$ cat src/rtl/guess_game_n.sv
// N-switch reaction game: shows a pseudo-random one-hot target on LED and scores
// edge-detected switch guesses, with per-round timeout, lives, saturating score and game over.
module guess_game_n #(
  parameter int          N       = 10,
  parameter int          LIVES   = 3,
  parameter int          TIMEOUT = 64,
  parameter int          SCORE_W = 8,
  parameter logic [15:0] SEED    = 16'hACE1
) (
  input  logic                           clk,
  input  logic                           reset,
  input  logic                           start,
  input  logic [N-1:0]                   G,
  output logic [N-1:0]                   LED,
  output logic                           wrong,
  output logic                           hit,
  output logic                           timeout,
  output logic [SCORE_W-1:0]             score,
  output logic [$clog2(LIVES+1)-1:0]     lives,
  output logic                           game_over
);

  localparam int IW = $clog2(N);
  localparam int LW = $clog2(LIVES+1);
  localparam int TW = $clog2(TIMEOUT+1);

  typedef enum logic [1:0] {IDLE, RELEASE, SHOW, GAMEOVER} state_t;

  state_t               state_q, state_d;
  logic [15:0]          lfsr_q, lfsr_d;
  logic [N-1:0]         g_prev_q, g_prev_d;
  logic [TW-1:0]        timer_q, timer_d;
  logic [IW-1:0]        prev_idx_q, prev_idx_d;
  logic [N-1:0]         led_q, led_d;
  logic                 wrong_q, wrong_d;
  logic                 hit_q, hit_d;
  logic                 timeout_q, timeout_d;
  logic [SCORE_W-1:0]   score_q, score_d;
  logic [LW-1:0]        lives_q, lives_d;
  logic                 game_over_q, game_over_d;

  logic [15:0]          lfsr_mod;
  logic [IW-1:0]        raw_idx;
  logic [IW-1:0]        idx;
  logic                 guess_evt;
  logic                 miss;
  logic                 unused_mod_bits;

  // Candidate target index, bumped by one when it would repeat the previous target
  always_comb begin
    lfsr_mod        = lfsr_q % 16'(N);
    raw_idx         = lfsr_mod[IW-1:0];
    unused_mod_bits = ^lfsr_mod[15:IW];
    idx             = raw_idx;
    if (raw_idx == prev_idx_q) begin
      idx = (raw_idx == IW'(N-1)) ? '0 : raw_idx + IW'(1);
    end
  end

  always_comb begin
    state_d     = state_q;
    lfsr_d      = {lfsr_q[14:0], lfsr_q[15] ^ lfsr_q[13] ^ lfsr_q[12] ^ lfsr_q[10]};
    g_prev_d    = G;
    timer_d     = timer_q;
    prev_idx_d  = prev_idx_q;
    led_d       = led_q;
    wrong_d     = 1'b0;
    hit_d       = 1'b0;
    timeout_d   = 1'b0;
    score_d     = score_q;
    lives_d     = lives_q;
    game_over_d = game_over_q;
    miss        = 1'b0;
    guess_evt   = (state_q == SHOW) && (g_prev_q == '0) && (G != '0);

    case (state_q)
      IDLE: begin
        led_d = '0;
        if (start) begin
          lives_d = LW'(LIVES);
          score_d = '0;
          state_d = RELEASE;
        end
      end
      RELEASE: begin
        led_d = '0;
        if (G == '0) begin
          led_d      = {{(N-1){1'b0}}, 1'b1} << idx;
          prev_idx_d = idx;
          timer_d    = '0;
          state_d    = SHOW;
        end
      end
      SHOW: begin
        timer_d = timer_q + TW'(1);
        // A guess in the expiry cycle wins over the timeout
        if (guess_evt) begin
          if (G == led_q) begin
            hit_d   = 1'b1;
            score_d = (score_q == '1) ? score_q : score_q + SCORE_W'(1);
            led_d   = '0;
            state_d = RELEASE;
          end else begin
            miss = 1'b1;
          end
        end else if (timer_q == TW'(TIMEOUT-1)) begin
          miss      = 1'b1;
          timeout_d = 1'b1;
        end
        if (miss) begin
          wrong_d = 1'b1;
          lives_d = lives_q - LW'(1);
          if (lives_q == LW'(1)) begin
            led_d       = '1;
            game_over_d = 1'b1;
            state_d     = GAMEOVER;
          end else begin
            led_d   = '0;
            state_d = RELEASE;
          end
        end
      end
      GAMEOVER: begin
        led_d = '1;
        if (start) begin
          score_d     = '0;
          lives_d     = LW'(LIVES);
          game_over_d = 1'b0;
          led_d       = '0;
          state_d     = RELEASE;
        end
      end
      default: state_d = IDLE;
    endcase
  end

  always_ff @(posedge clk or posedge reset) begin
    if (reset) begin
      state_q     <= IDLE;
      lfsr_q      <= SEED;
      g_prev_q    <= '0;
      timer_q     <= '0;
      prev_idx_q  <= '0;
      led_q       <= '0;
      wrong_q     <= 1'b0;
      hit_q       <= 1'b0;
      timeout_q   <= 1'b0;
      score_q     <= '0;
      lives_q     <= LW'(LIVES);
      game_over_q <= 1'b0;
    end else begin
      state_q     <= state_d;
      lfsr_q      <= lfsr_d;
      g_prev_q    <= g_prev_d;
      timer_q     <= timer_d;
      prev_idx_q  <= prev_idx_d;
      led_q       <= led_d;
      wrong_q     <= wrong_d;
      hit_q       <= hit_d;
      timeout_q   <= timeout_d;
      score_q     <= score_d;
      lives_q     <= lives_d;
      game_over_q <= game_over_d;
    end
  end

  assign LED       = led_q;
  assign wrong     = wrong_q;
  assign hit       = hit_q;
  assign timeout   = timeout_q;
  assign score     = score_q;
  assign lives     = lives_q;
  assign game_over = game_over_q;

endmodule

$ cat config.mk
export PLATFORM = sky130hd
export DESIGN_NAME = guess_game_n
export DESIGN_NICKNAME = d
export VERILOG_FILES = /design/src/rtl/guess_game_n.sv
export SDC_FILE = /design/constraint.sdc
export NUM_CORES = 1
export LEC_CHECK = 0
export ABC_AREA = 1
export BUFFER_PORTS_ARGS = -buffer_cell sky130_fd_sc_hd__buf_2
export CAP_MARGIN = 0
export CELL_PAD_IN_SITES_DETAIL_PLACEMENT = 1
export CELL_PAD_IN_SITES_GLOBAL_PLACEMENT = 1
export CORE_MARGIN = 2
export CORE_UTILIZATION = 35
export DETAILED_ROUTE_END_ITERATION = 16
export GPL_TIMING_DRIVEN = 0
export PLACE_DENSITY = 0.63
export SLEW_MARGIN = 0
export SYNTH_ARGS = -nofsm -noshare
export SYNTH_HDL_FRONTEND = slang
export SYNTH_SLANG_ARGS = --single-unit
$ cat constraint.sdc
create_clock -name clk -period 5.8 [get_ports clk]
set_clock_uncertainty 0.05 [all_clocks]
set_input_delay 0.87 -clock clk [delete_from_list [all_inputs] [get_ports clk]]
set_output_delay 0.87 -clock clk [all_outputs]
set_load 0.1 [all_outputs]
==> parameters.txt <==
Parameter                              Value

Floorplan
  CORE AREA ... 11960 µm²
  Die height ... 114.6 µm
  FP Rows ... 40
  Die extent in x ... 114.6 µm
  Initial Util ... 35.77%
  Die Footprint ... 13130 µm²
  Top Ports ... 37

Timing
  Setup repair after global routing missed its margin ... true
  Final hold violations ... 0
  Setup slack of the critical path after layout ... -274.7 ps
  Tightest Pin Transition ... 673.0 ps
  Slew margin rel. ... 54.97%
  Worst hold-check slack ... 342.9 ps
  Fraction of the cycle the final worst path needs ... 104.7%
  F_max ... 164.6 MHz
  Post-layout min period ... 6075 ps
  Final sum of negative setup slack ... -2713 ps
  Final number of setup-violating endpoints ... 13
  Max Transition Viols Final ... 0

Route
  Via-per-instance ratio ... 5.000
  Number of detailed-route iterations in the first pass ... 4
  DRC violation total after the first TritonRoute iteration ... 89
  Via count ... 4055
  Number of nets still failing antenna checks after routing ... 0
  Count of unresolved DRC violations after routing ... 0
  Final routed wire length divided by cell count ... 14.16 µm
  Total wire length after detailed routing ... 11490 µm

Global routing
  Initial antenna violation count ... 0
  Largest net degree at the start of global routing ... 43
  Global Route Usage Sum ... 17.48%
  Number of global-route vias before repair ... 4032
  Global-route wire length before repair ... 18440 µm
  GRT Residual Overflow ... 0

Clocking
  CTS tree ... built
  Number of clock buffers inserted by TritonCTS ... 9
  CTS sink count ... 63
  Clock latency of the later-clocked register in the worst-skew pair ... 340 ps
  Library cell used as clock root buffer ... clkbuf_16
  CTS clk-pin slew, worst paths ... 60 ps
  Total of hold buffers inserted after clock tree synthesis ... 0
  Max H-tree Level ... 3
  Clock tree buffer depth ... 2

Finish
  Most frequent cells in the layout ... 123 x nand2_1, 63 x nand3_1, 56 x inv_1, 54 x nand2_2, 53 x dfrtp_1
  Fraction of final layout cells sized beyond drive strength 1 ... 38.86%
  Footprint of the multi-input gates ... 2808 µm²
  Sequential cell area ... 1589 µm²
  Number of nets in the final layout ... 679
  Most common library cell in the layout ignoring fill and taps ... nand2_1
  Antenna diode count ... 0
  Number of inserted filler cells in the final layout ... 1463
  Area delta synth->final ... 31.73%

Run status
  Result of the run ... complete, but fails checks
  Failing checks ... setup timing

Critical path
  Worst Path Required ... 5970 ps
  Maximum cell stage delay along the critical path ... 590 ps
  Kind of end point of the critical path ... flop
  CP max-delay cell ... dfstp_2
  Highest net fanout along the worst path ... 5
  CP startpoint kind ... flop
  Most frequent CP cell ... nand2_4
  Data arrival at the endpoint of the critical path ... 6250 ps
  Startpoint-to-endpoint class of the critical path ... flop to flop

Pwr
  Power share of the clock group ... 30.2%
  Sw Ratio ... 44.62%
  Power dissipated by switching net loads ... 0.8648 mW
  Leakage power ... 3.010 nW
  Max rail drop VDD ... 0.3676 mV
  Total power per unit cell area ... 343.9 nW/µm²
  PnR Total Power ... 1.938 mW
  Relative contribution of combinational cells to total power ... 39.7%
  Reg power frac ... 30.2%
  Internal power ... 1.073 mW

Synth
  Count of distinct cell types in the synthesized netlist ... 41
  Share of synthesized area occupied by flip-flops and latches ... 37.13%
  Mean instance size in the synthesized netlist ... 7.290 µm²
  Yosys warns ... 0
  Post-synth design cell area ... 4279 µm²
  Syn Nets ... 607
  Flop and latch count out of synthesis ... 63
  Synthesized netlist cell count ... 587

Placement
  Worst slack at placement ... -335.1 ps
  Sum of net half-perimeters after detailed placement ... 8089 µm
  RD Place Congestion ... 0.7402
  Port Buf Inserts ... 36

Worst hold path
  Class of the worst hold path ... flop to flop

Flow run
  Max-cap violations ... 0
-- state kept, by name (all words and copies together) (netlist names), 2 cells and up --
signal	cells
state_q	2
timer_q	7
LED	10
score	8
g_prev_q	10
lfsr_q	16
prev_idx_q	4
lives	2
-- cell families (layout without fill, tap and decap cells) --
logic type	count (synthesis)	count (layout)	share of synthesized area, %
AOI/OAI and AO/OA	53	53	7.690
xor gates and xnor gates	10	10	2.047
adders and majority gates	7	7	2.047
buffers and inverters	86	163	7.983
DFF	63	63	37.13
and+or+nand+nor	368	368	43.10
-- power by group through the flow --
stage / registers (mW) / clock network [mW] / logic (mW)
after floorplan: 0.902 / 0 / 0.294
after global placement: 0.589 / 0 / 0.748
after detailed placement: 0.591 / 0 / 0.768
after CTS: 0.586 / 0.597 / 0.775
after global routing: 0.596 / 0.612 / 0.837
final: 0.585 / 0.585 / 0.769
-- cells in the mapped netlist --
master | count | area (µm²)
a211oi_1 | 2 | 15.01
a21boi_4 | 1 | 18.77
a21oi_1 | 10 | 50.05
a21oi_2 | 2 | 17.52
a221oi_1 | 1 | 8.760
a22oi_1 | 1 | 7.510
and3_1 | 1 | 6.260
clkbuf_1 | 1 | 3.750
clkinv_1 | 3 | 11.26
clkinv_4 | 1 | 8.760
dfrtp_1 | 53 | 1326
dfstp_2 | 10 | 262.8
dlygate4sd3_1 | 1 | 10.01
ha_1 | 7 | 87.58
inv_1 | 60 | 225.2
inv_2 | 19 | 71.32
inv_8 | 1 | 11.26
nand2_1 | 163 | 611.8
nand2_2 | 43 | 269.0
nand2_4 | 10 | 112.6
nand3_1 | 75 | 375.4
nand3_2 | 14 | 140.1
nand4_1 | 8 | 50.05
nor2_1 | 28 | 105.1
nor2_2 | 1 | 6.260
nor2_4 | 3 | 33.78
nor3_1 | 7 | 35.03
nor4_1 | 8 | 50.05
nor4b_1 | 1 | 8.760
o2111ai_1 | 1 | 8.760
o211ai_1 | 1 | 7.510
o21a_1 | 5 | 37.54
o21ai_0 | 17 | 85.08
o21ai_1 | 8 | 40.04
o21ai_2 | 1 | 8.760
o21bai_2 | 1 | 11.26
o22ai_1 | 2 | 12.51
or2_2 | 5 | 31.28
or2_4 | 1 | 8.760
xnor2_1 | 4 | 35.03
xor2_1 | 6 | 52.55
-- stage by stage --
step | cells | instance area (µm²) | util (%)
2_1_floorplan | 587 | 4279 | -
3_3_place_gp | 770 | 4643 | 38.82
3_5_place_dp | 771 | 4663 | 38.99
4_1_cts | 798 | 5285 | 44.18
5_1_grt | 811 | 5637 | 47.12
6_report | 811 | 5637 | 47.12
-- area by class of cell --
type	count	area share, %
inverter	84	5.860
timing repair buffer	61	7.014
clock inverter	4	1.243
sequential	63	28.19
clock buffer	12	4.373
tap	147	3.263
multi-input combinational	438	49.81
buffer	2	0.2442
-- critical path, delay by kind of cell, from the launching register on --
kind,cells,cell delay (ps)
buffers and inverters,11,1010
DFF,1,590
AOI/OAI and AO/OA,3,440
and+or+nand+nor,46,3840
-- path summary, 6_finish.rpt --
| kind | startpoint | to | slack, ps | cells after the start |
|---|---|---|---|---|
| min in group asynchronous | reset | lfsr_q[14] | 510 | 2 |
| min | lfsr_q[6] | lfsr_q[7] | 340 | 0 |
| max | lfsr_q[13] | LED[4] | -270 | 60 |
| max reg2reg | lfsr_q[13] | LED[4] | -270 | 60 |
| min reg2reg | lfsr_q[6] | lfsr_q[7] | 340 | 0 |
| max in group asynchronous | reset | lfsr_q[5] | 4530 | 3 |
-- routing by layer --
metal	vias to the layer above	GRT usage, %	wire length [µm]
li1	2041	-	-
met1	1971	21.56	5132
met2	28	30.45	5994
met3	15	3.812	218
met4	0	5.366	142
met5	-	0	0
-- repair_timing --
| action | in CTS | in global routing |
|---|---|---|
| setup buffers | 11 | 13 |
| pin swaps | 35 | 50 |
| cloned | 0 | 0 |
| resized for setup | 55 | 67 |
| setup endpoints to repair | 14 | 14 |
Power figures use the tool's default switching activity.
